File: src/rtl/alu_seq_if.sv
// Request/result handshake bundle between the operand source, alu_seq and the result consumer.
interface alu_seq_if #(
    parameter int WIDTH = 8
);
    logic             in_valid;
    logic             in_ready;
    logic [WIDTH-1:0] a;
    logic [WIDTH-1:0] b;
    logic [3:0]       op;
    logic             out_valid;
    logic             out_ready;
    logic [WIDTH-1:0] y;
    logic [4:0]       flags;
    logic [4:0]       sticky;
    logic             clr_sticky;

    modport slave (
        input  in_valid, a, b, op, out_ready, clr_sticky,
        output in_ready, out_valid, y, flags, sticky
    );

    modport master (
        output in_valid, a, b, op, out_ready, clr_sticky,
        input  in_ready, out_valid, y, flags, sticky
    );
endinterface

File: src/rtl/alu_seq.sv
// Handshaked ALU: single-cycle ops load the output register on accept, MUL runs an
// iterative shift-add for WIDTH cycles first. Flags are {C, V, Z, N, P}.
module alu_seq #(
    parameter int WIDTH = 8,
    parameter int SHW   = $clog2(WIDTH)
) (
    input  logic     clk,
    input  logic     rst,
    alu_seq_if.slave bus
);
    localparam logic [3:0] OP_ADD = 4'd0;
    localparam logic [3:0] OP_SUB = 4'd1;
    localparam logic [3:0] OP_AND = 4'd2;
    localparam logic [3:0] OP_OR  = 4'd3;
    localparam logic [3:0] OP_XOR = 4'd4;
    localparam logic [3:0] OP_NOT = 4'd5;
    localparam logic [3:0] OP_SHL = 4'd6;
    localparam logic [3:0] OP_SHR = 4'd7;
    localparam logic [3:0] OP_SAR = 4'd8;
    localparam logic [3:0] OP_ROL = 4'd9;
    localparam logic [3:0] OP_ADC = 4'd10;
    localparam logic [3:0] OP_SBB = 4'd11;
    localparam logic [3:0] OP_MUL = 4'd12;
    localparam logic [3:0] OP_CMP = 4'd13;

    typedef enum logic {
        S_IDLE,
        S_MUL
    } state_t;

    typedef struct packed {
        logic [4:0]       flags;
        logic [WIDTH-1:0] y;
    } res_t;

    function automatic logic [4:0] flags_of(input logic c, input logic v,
                                            input logic [WIDTH-1:0] r);
        return {c, v, ~|r, r[WIDTH-1], ^r};
    endfunction

    function automatic res_t alu_eval(input logic [3:0] op, input logic [WIDTH-1:0] a,
                                      input logic [WIDTH-1:0] b, input logic cin);
        logic [WIDTH:0]   ext;
        logic [SHW-1:0]   amt;
        logic [WIDTH-1:0] r;
        logic             c;
        logic             v;
        res_t             res;
        ext = '0;
        amt = b[SHW-1:0];
        r   = '0;
        c   = 1'b0;
        v   = 1'b0;
        case (op)
            OP_ADD, OP_ADC: begin
                ext = {1'b0, a} + {1'b0, b} + {{WIDTH{1'b0}}, (op == OP_ADC) && cin};
                r   = ext[WIDTH-1:0];
                c   = ext[WIDTH];
                v   = (a[WIDTH-1] == b[WIDTH-1]) && (r[WIDTH-1] != a[WIDTH-1]);
            end
            // The extra top bit of the difference is the borrow, cq included for SBB
            OP_SUB, OP_SBB, OP_CMP: begin
                ext = {1'b0, a} - {1'b0, b} - {{WIDTH{1'b0}}, (op == OP_SBB) && cin};
                r   = ext[WIDTH-1:0];
                c   = ext[WIDTH];
                v   = (a[WIDTH-1] != b[WIDTH-1]) && (r[WIDTH-1] != a[WIDTH-1]);
            end
            OP_AND: r = a & b;
            OP_OR:  r = a | b;
            OP_XOR: r = a ^ b;
            OP_NOT: r = ~a;
            // Shifts carry one guard bit so the last bit shifted out lands in C (0 for amt 0)
            OP_SHL: begin
                ext = {1'b0, a} << amt;
                r   = ext[WIDTH-1:0];
                c   = ext[WIDTH];
            end
            OP_SHR: begin
                ext = {a, 1'b0} >> amt;
                r   = ext[WIDTH:1];
                c   = ext[0];
            end
            OP_SAR: begin
                ext = $signed({a, 1'b0}) >>> amt;
                r   = ext[WIDTH:1];
                c   = ext[0];
            end
            OP_ROL: begin
                r = (a << amt) | (a >> (WIDTH - int'(amt)));
                c = r[0];
            end
            default: r = '0;
        endcase
        res.flags = flags_of(c, v, r);
        res.y     = (op == OP_CMP) ? a : r;
        return res;
    endfunction

    state_t             state_q, state_d;
    logic [2*WIDTH-1:0] mcand_q, mcand_d;
    logic [2*WIDTH-1:0] prod_q, prod_d;
    logic [2*WIDTH-1:0] prod_step;
    logic [WIDTH-1:0]   mplier_q, mplier_d;
    logic [SHW-1:0]     cnt_q, cnt_d;
    logic               out_valid_q, out_valid_d;
    logic [WIDTH-1:0]   y_q, y_d;
    logic [4:0]         flags_q, flags_d;
    logic [4:0]         sticky_q, sticky_d;
    logic               cq_q, cq_d;
    logic               in_ready;
    logic               accept;
    logic               load;
    res_t               alu_res;
    res_t               new_res;

    assign in_ready  = !rst && (state_q == S_IDLE) && (!out_valid_q || bus.out_ready);
    assign accept    = bus.in_valid && in_ready;
    assign alu_res   = alu_eval(bus.op, bus.a, bus.b, cq_q);
    assign prod_step = prod_q + (mplier_q[0] ? mcand_q : '0);

    // Issue / multiply sequencing
    always_comb begin
        state_d  = state_q;
        mcand_d  = mcand_q;
        mplier_d = mplier_q;
        prod_d   = prod_q;
        cnt_d    = cnt_q;
        load     = 1'b0;
        new_res  = alu_res;
        case (state_q)
            S_IDLE: begin
                if (accept) begin
                    if (bus.op == OP_MUL) begin
                        mcand_d  = {{WIDTH{1'b0}}, bus.a};
                        mplier_d = bus.b;
                        prod_d   = '0;
                        cnt_d    = '0;
                        state_d  = S_MUL;
                    end else begin
                        load = 1'b1;
                    end
                end
            end
            S_MUL: begin
                prod_d   = prod_step;
                mcand_d  = mcand_q << 1;
                mplier_d = mplier_q >> 1;
                cnt_d    = cnt_q + SHW'(1);
                if (cnt_q == SHW'(WIDTH - 1)) begin
                    load          = 1'b1;
                    new_res.y     = prod_step[WIDTH-1:0];
                    new_res.flags = flags_of(|prod_step[2*WIDTH-1:WIDTH], 1'b0,
                                             prod_step[WIDTH-1:0]);
                    state_d       = S_IDLE;
                end
            end
            default: state_d = S_IDLE;
        endcase
    end

    // Output register, carry and sticky accumulation
    always_comb begin
        out_valid_d = out_valid_q;
        if (load) begin
            out_valid_d = 1'b1;
        end else if (bus.out_ready) begin
            out_valid_d = 1'b0;
        end
        y_d      = load ? new_res.y     : y_q;
        flags_d  = load ? new_res.flags : flags_q;
        cq_d     = load ? new_res.flags[4] : cq_q;
        sticky_d = sticky_q;
        if (load) begin
            sticky_d = bus.clr_sticky ? new_res.flags : (sticky_q | new_res.flags);
        end else if (bus.clr_sticky) begin
            sticky_d = '0;
        end
    end

    always_ff @(posedge clk) begin
        if (rst) begin
            state_q     <= S_IDLE;
            out_valid_q <= 1'b0;
            y_q         <= '0;
            flags_q     <= '0;
            sticky_q    <= '0;
            cq_q        <= 1'b0;
        end else begin
            state_q     <= state_d;
            out_valid_q <= out_valid_d;
            y_q         <= y_d;
            flags_q     <= flags_d;
            sticky_q    <= sticky_d;
            cq_q        <= cq_d;
        end
    end

    // Multiplier working registers need no reset: they are reloaded on every MUL accept
    always_ff @(posedge clk) begin
        mcand_q  <= mcand_d;
        mplier_q <= mplier_d;
        prod_q   <= prod_d;
        cnt_q    <= cnt_d;
    end

    assign bus.in_ready  = in_ready;
    assign bus.out_valid = out_valid_q;
    assign bus.y         = y_q;
    assign bus.flags     = flags_q;
    assign bus.sticky    = sticky_q;
endmodule

File: src/flat_wrapper.sv
// flat-port wrapper written by rule: the top's interface ports become plain ports
module alu_seq_flat 
#(
    parameter int WIDTH = 8,
    parameter int SHW   = $clog2(WIDTH)
)
  (clk, rst, bus_in_valid, bus_a, bus_b, bus_op, bus_out_ready, bus_clr_sticky, bus_in_ready, bus_out_valid, bus_y, bus_flags, bus_sticky);
  alu_seq_if #(.WIDTH(WIDTH)) bus_i ();
  input  logic clk;
  input  logic rst;
  input wire logic [$bits(bus_i.in_valid)-1:0] bus_in_valid;
  input wire logic [$bits(bus_i.a)-1:0] bus_a;
  input wire logic [$bits(bus_i.b)-1:0] bus_b;
  input wire logic [$bits(bus_i.op)-1:0] bus_op;
  input wire logic [$bits(bus_i.out_ready)-1:0] bus_out_ready;
  input wire logic [$bits(bus_i.clr_sticky)-1:0] bus_clr_sticky;
  output wire logic [$bits(bus_i.in_ready)-1:0] bus_in_ready;
  output wire logic [$bits(bus_i.out_valid)-1:0] bus_out_valid;
  output wire logic [$bits(bus_i.y)-1:0] bus_y;
  output wire logic [$bits(bus_i.flags)-1:0] bus_flags;
  output wire logic [$bits(bus_i.sticky)-1:0] bus_sticky;
  assign bus_i.in_valid = bus_in_valid;
  assign bus_i.a = bus_a;
  assign bus_i.b = bus_b;
  assign bus_i.op = bus_op;
  assign bus_i.out_ready = bus_out_ready;
  assign bus_i.clr_sticky = bus_clr_sticky;
  assign bus_in_ready = bus_i.in_ready;
  assign bus_out_valid = bus_i.out_valid;
  assign bus_y = bus_i.y;
  assign bus_flags = bus_i.flags;
  assign bus_sticky = bus_i.sticky;
  alu_seq #(.WIDTH(WIDTH), .SHW(SHW)) u_core (.clk(clk), .rst(rst), .bus(bus_i));
endmodule
File: config.mk
export PLATFORM = sky130hd
export DESIGN_NAME = alu_seq_flat
export DESIGN_NICKNAME = d
export VERILOG_FILES = /design/src/rtl/alu_seq_if.sv /design/src/rtl/alu_seq.sv /design/src/flat_wrapper.sv
export SDC_FILE = /design/constraint.sdc
export NUM_CORES = 1
export LEC_CHECK = 0
export ABC_CLOCK_PERIOD_IN_PS = 4900
export BUFFER_PORTS_ARGS = -buffer_cell sky130_fd_sc_hd__buf_4
export CORE_ASPECT_RATIO = 1.75
export CORE_MARGIN = 2
export CORE_UTILIZATION = 48
export DETAILED_ROUTE_END_ITERATION = 10
export GPL_TIMING_DRIVEN = 0
export PLACE_DENSITY = 0.65
export SLEW_MARGIN = 40
export SYNTH_ARGS = -nofsm -noshare
export SYNTH_HDL_FRONTEND = slang
export SYNTH_SLANG_ARGS = --single-unit
File: constraint.sdc
create_clock -name clk -period 4.9 [get_ports clk]
set_clock_uncertainty 0.1 [all_clocks]
set_input_delay 0.245 -clock clk [delete_from_list [all_inputs] [get_ports clk]]
set_output_delay 0.245 -clock clk [all_outputs]
set_load 0.03 [all_outputs]
==> out/metrics.cfg, run 1 <==
[timing]
rsz0062_at_grt=false
max_freq_mhz=226
timing.setup.tns_ns=0
fin_ws_ns=0.466
relSlewSlack_pct=45.7
period_share_pct=90.5
tightest_slew_ns=0.813
finalCriticalPeriod_ns=4.43
finalHoldViolCount=0
slew_violations=0
setup_viol=0

[detailed_routing]
wl_per_cell_um=21.5
vias=5728
post-route-drc-count=0
wl_um=20400
drtPass1Iterations=4
drt_iter0_drc=352
routed_via_density=6.05
final_antenna_net_count=0

[cells_and_area]
stdcell_count=947
syn_to_final_growth_pct=14.9
postLayoutCellArea_sq_um=6930
fin_nets=861
drive_gt1_share_pct=12.3
fillCellCount=1205
n_antenna_cell=0

[die]
die_w_um=88.8
design.core.area_sq_um=12400
start_util_pct=48.8
fp-row-count=54
die_h_um=152
ios=45
dieArea_sq_um=13500

[synth]
yosysMostFrequentCell=nor2_1
ys_types=70
synth-seq-cells=63
synth_common_cells=nor2_1, nand2_1, ha_1
netlist_area_sq_um=6030
yosys-top-cells-area=edfxtp_1, ha_1, dfxtp_1
synth_warnings=0
postSynthCellCount=720
synthFlopType=edfxtp_1
avgSynthCellArea_sq_um=8.38
synth_top_area_cell=edfxtp_1
synth_top_cell_area_share_pct=21.4
synth-edff-count=43
ys_seq_area_share_pct=28.0
synthArstFlopShare_pct=0
syn_nets=807

[global_route]
antenna_found_initial=0
overflow=0
grt_pass1_vias=5745
grt_max_degree=21
track_usage_pct=30.5
grt_pass1_wl_um=30900

[placement]
dp_slack_ns=0.137
finalWeightedCongestion=0.974
placed_cells=931
portBuffers=41
place_area_sq_um=6610
dp_hpwl_um=16500

[cts]
cts_buffer_depth=2
root_buffer=clkbuf_16
clk_latency_ns=0.33
cts_inserted_buffers=9
htree_levels=3
cts_tree=yes
cts_repair_resize_count=0
cts_setup_buffers=0
cts.sinks=63
clkTransAtPathRegs_ns=0.06
hold_buffers=0

[critical_path]
cp.required_ns=5.00
path_class=in2reg
critPathLaunchType=primary input
r2r_slack_ns=0.76
arrival_ns=4.53
worstSetupEndpointType=flop
critPathMaxFanout=10

[min_path]
hp-class=in2reg

[pwr]
power.leakage_nw=2.78
total_power_mw=1.77
power.density_nw_per_um2=255
peakVddDrop_uv=136

[run]
drv_cap=0

[run_status]
status=complete, no violations

==> path summary, 6_finish.rpt <==
| kind | startpoint | endpoint | depth (start not counted) |
|---|---|---|---|
| setup / recovery | bus_b[0] | u_core.bus.sticky[0] | 19 |
| hold / removal | bus_clr_sticky | u_core.bus.sticky[2] | 3 |
| setup reg to reg | u_core.cq_q | u_core.bus.sticky[0] | 16 |
| hold reg to reg | u_core.bus.flags[3] | u_core.bus.flags[3] | 2 |
==> registers in the layout, summed over array words and instances (netlist names), 3 cells and up <==
register           flops
u_core.bus.flags       4
u_core.bus.sticky      5
u_core.bus.y           8
u_core.cnt_q           3
u_core.mcand_q        16
u_core.mplier_q        8
u_core.prod_q         16
==> area by class of cell <==
type	count	area (sq um)	share of cell area, %
multi-input cells	574	4010	57.9
clock inverters	7	97.6	1.41
well taps	168	210	3.03
inverters	42	158	2.27
clock buffers	9	225	3.25
repair buffers	43	350	5.05
flip-flops and latches	63	1690	24.4
plain buffers	41	189	2.72
==> stage by stage <==
| step | hold WS, ns | utilization, % |
|---|---|---|
| floorplan | 0.327 | - |
| global placement | 0.348 | 53.0 |
| detailed placement | 0.357 | 53.4 |
| CTS | 0.128 | 56.0 |
| global route | 0.153 | 56.1 |
| finish | 0.140 | 56.1 |
==> cell usage in the layout, fill, tap and decap left out, types with 6 or more instances in the layout <==
cell and instances:
edfxtp_1 43, nand4_1 7, a21oi_1 52, nand2b_1 11, nor2_1 78, and2_1 34
clkbuf_1 24, mux2i_1 13, ha_1 57, nand2_1 68, buf_2 10, o21a_1 9
dfxtp_1 20, mux4_2 6, buf_4 43, a21o_1 6, a31oi_1 7, xor2_1 13
nand3_1 9, inv_1 39, a221oi_1 6, nor3_1 10, nor2b_1 7, xnor2_1 21
clkbuf_16 9, o21ai_0 54, a211oi_1 12, o211ai_1 8
==> routing by layer <==
metal	vias to the layer above	share of wire (%)	track usage, %
met3	95	4.0	3.36
met5	-	0	0
met4	0	9.5	25.5
li1	2717	-	-
met1	2723	34	30.5
met2	193	52	53.6
==> report_power, final <==
| group | switching [mW] | internal, mW | total, mW |
|---|---|---|---|
| logic | 0.307 | 0.192 | 0.499 |
| registers | 0.0102 | 0.583 | 0.593 |
| clock network | 0.232 | 0.445 | 0.678 |
==> worst max-delay path: stages <==
cell and delay [ns]:
buf_4 0.08, buf_2 0.18, buf_2 0.30, inv_1 0.33
fa_1 0.53, ha_1 0.30, a211oi_1 0.37, o2111ai_1 0.23
a21oi_1 0.21, xnor2_1 0.16, a221oi_1 0.26, o21ai_0 0.25
inv_1 0.12, ha_1 0.24, xnor2_1 0.19, xnor2_1 0.14
nor2_1 0.05, a21oi_1 0.21, a21oi_1 0.10
==> logic make-up (layout without fill, tap and decap cells) <==
logic type	after synthesis	in the layout	synth area share [%]
simple gates	250	250	20.2
compound gates	205	205	22.2
buf+inv	83	142	5.74
flops	63	63	28.0
fa+ha+maj	62	62	13.5
xor+xnor	35	35	5.39
mux	22	22	4.96
Power figures use the tool's default switching activity.
==> inputs of run 2 (changes only) <==
--- a/config.mk
+++ b/config.mk
@@ -6,13 +6,14 @@
 export NUM_CORES = 1
 export LEC_CHECK = 0
 export ABC_CLOCK_PERIOD_IN_PS = 4900
-export BUFFER_PORTS_ARGS = -buffer_cell sky130_fd_sc_hd__buf_4
+export BUFFER_PORTS_ARGS = -buffer_cell sky130_fd_sc_hd__buf_2
 export CORE_ASPECT_RATIO = 1.75
 export CORE_MARGIN = 2
-export CORE_UTILIZATION = 48
+export CORE_UTILIZATION = 35
 export DETAILED_ROUTE_END_ITERATION = 10
 export GPL_TIMING_DRIVEN = 0
-export PLACE_DENSITY = 0.65
+export PLACE_DENSITY = 0.5
+export RECOVER_POWER = 50
 export SLEW_MARGIN = 40
 export SYNTH_ARGS = -nofsm -noshare
 export SYNTH_HDL_FRONTEND = slang
==> run 2 against run 1 <==
  * The run now ends with capacitance limit, slew limit left
  * Non-clock buffer count up 1
  * Register-to-register slack worse by 0.10 ns
  * Combinational power down 1%
  * Routed wire length up 6.9%
  * Maximum frequency fell by 1.6%
  * Setup slack got worse by 0.071 ns
  * Critical path depth did not move
  * Count of clock-buffer cells in the layout stayed put
  * Sequential cell count stayed put
  * Critical path type unchanged
==> out/metrics.cfg, run 2 (same netlist as run 1, synthesis figures left out) <==
[cts]
hold_buffers=0  ; unchanged
clk_latency_ns=0.33  ; about the same
clkTransAtPathRegs_ns=0.05  ; about the same
cts_inserted_buffers=9  ; unchanged
cts_buffer_depth=2  ; unchanged
htree_levels=3  ; unchanged
cts.sinks=63  ; unchanged
root_buffer=clkbuf_16
cts_tree=yes

[critical_path]
path_class=in2reg
cp.required_ns=5.00  ; about the same
worstSetupEndpointType=flop
arrival_ns=4.60  ; +0.07 ns
critPathLaunchType=primary input
critPathMaxFanout=10  ; unchanged

[timing]
slew_violations=12  ; +12
finalCriticalPeriod_ns=4.50  ; +0.0707 ns
fin_ws_ns=0.395  ; -0.0707 ns
setup_viol=0  ; unchanged
rsz0062_at_grt=false
tightest_slew_ns=1.82  ; +1.01 ns
relSlewSlack_pct=-22.8  ; -69 points
timing.setup.tns_ns=0  ; unchanged
max_freq_mhz=222  ; -1.6%
whs_ns=0.141  ; +0.00175 ns
finalHoldViolCount=0  ; unchanged
period_share_pct=91.9  ; +1.4 points

[detailed_routing]
routed_via_density=5.70  ; -5.7%
post-route-drc-count=0  ; unchanged
vias=5743  ; +0.26%
drtPass1Iterations=5  ; +1
final_antenna_net_count=0  ; unchanged
wl_um=21800  ; +6.9%
wl_per_cell_um=21.6  ; +0.52%
drt_iter0_drc=379  ; +7.7%

[global_route]
grt_max_degree=14  ; -33%
grt_pass1_vias=5980  ; +4.1%
grt_pass1_wl_um=33200  ; +7.2%
track_usage_pct=24.5  ; -6.0 points
overflow=0  ; unchanged
antenna_found_initial=0  ; unchanged

[die]
fp-row-count=63  ; +17%
die_w_um=103  ; +16%
start_util_pct=35.6  ; -13 points
dieArea_sq_um=18300  ; +36%
design.core.area_sq_um=16900  ; +37%
die_h_um=178  ; +17%
ios=45  ; unchanged

[pwr]
power.density_nw_per_um2=252  ; -1.4%
pwr-share-seq_pct=34.4  ; +0.9 points
netSwitchingFraction_pct=33.0  ; +2.0 points
total_power_mw=1.72  ; -2.6%
power_frac_comb_pct=28.6  ; +0.4 points
switchingPower_mw=0.569  ; +3.5%
peakVddDrop_uv=165  ; +21%
clkPwrFrac_pct=37.0  ; -1.3 points
internal_power_mw=1.15  ; -5.4%
power.leakage_nw=2.65  ; -4.6%

[cells_and_area]
syn_to_final_growth_pct=13.5
fin_nets=862  ; +0.12%
final_cell_mix=nor2_1, nand2_1, ha_1, o21ai_0, a21oi_1
layout_commonest_cell=nor2_1
stdcell_count=1007  ; +6.3%
n_antenna_cell=0  ; unchanged
top_regs=u_core.mcand_q: 16 flops, u_core.prod_q: 16 flops
drive_gt1_share_pct=9.74  ; -2.6 points
fillCellCount=1756  ; +46%

[run]
drv_cap=1  ; +1

[run_status]
failed_checks=capacitance limit, slew limit
status=finished with violations

[placement]
dp_slack_ns=-0.104  ; -0.241 ns
dp_hpwl_um=17400  ; +6.1%
placed_cells=991  ; +6.4%
portBuffers=41  ; unchanged
finalWeightedCongestion=0.974  ; about the same

[min_path]
hp-class=in2reg

==> run 2: cell types whose count changed in the layout (fill, tap and decap cells not counted), moves of 9 or more <==
cell / delta
buf_2: +19
and2_0: +9
clkbuf_1: +23
and2_1: -9
buf_4: -41
==> run 2: cell type report <==
cell class / count / area (sq um) / area share (%)
multi-input combinational: 574 / 4020 / 58.7
sequential: 63 / 1690 / 24.7
tap: 227 / 284 / 4.15
clock buffer: 9 / 225 / 3.29
timing repair buffer: 44 / 209 / 3.05
buffer: 41 / 188 / 2.74
inverter: 42 / 158 / 2.30
clock inverter: 7 / 72.6 / 1.06
==> run 2: final timing paths <==
path | from | cells past startpoint | to | slack [ns]
worst max-delay path | bus_b[0] | 19 | u_core.bus.flags[0] | 0.40
worst min-delay path | bus_clr_sticky | 3 | u_core.bus.sticky[0] | 0.14
worst max register to register | u_core.cq_q | 16 | u_core.bus.flags[0] | 0.66
worst min register to register | u_core.bus.flags[3] | 2 | u_core.bus.flags[3] | 0.36
==> run 2: worst max-delay path: stages <==
cell	delay, ns
buf_2	0.09
buf_2	0.21
buf_2	0.33
inv_1	0.34
fa_1	0.66
inv_1	0.05
ha_1	0.16
o21ai_0	0.17
nand2_1	0.11
a211oi_1	0.24
nor2_1	0.09
xor2_1	0.18
a221oi_1	0.64
ha_1	0.37
xnor2_1	0.17
xnor2_1	0.14
nor2_1	0.06
a21oi_1	0.25
a21oi_1	0.10
==> run 2: what timing repair did <==
item,CTS,global route
gates resized for setup,0,1
endpoints found under the setup margin,0,2
buffers inserted,0,0
==> run 2: power groups by stage <==
stage	clock network (mW)	registers [mW]	logic (mW)
after global placement	0	0.604	0.478
final	0.638	0.592	0.493
after detailed placement	0	0.603	0.489
after CTS	0.649	0.592	0.490
after global routing	0.677	0.594	0.532
after floorplan	0	0.623	0.314
==> run 2: per-stage QoR <==
stage,utilization [%],cell area [sq um]
2_1_floorplan,-,6030
6_report,40.4,6850
4_1_cts,40.6,6890
3_3_place_gp,38.5,6520
3_5_place_dp,38.9,6590
5_1_grt,40.4,6850
==> run 2: per-layer routing <==
metal,global-route usage [%],routed length (um),up-vias
met5,0,0,-
met4,19.6,1890,0
met3,3.07,835,82
met2,44.5,11600,201
met1,24.1,7470,2750
li1,-,-,2710
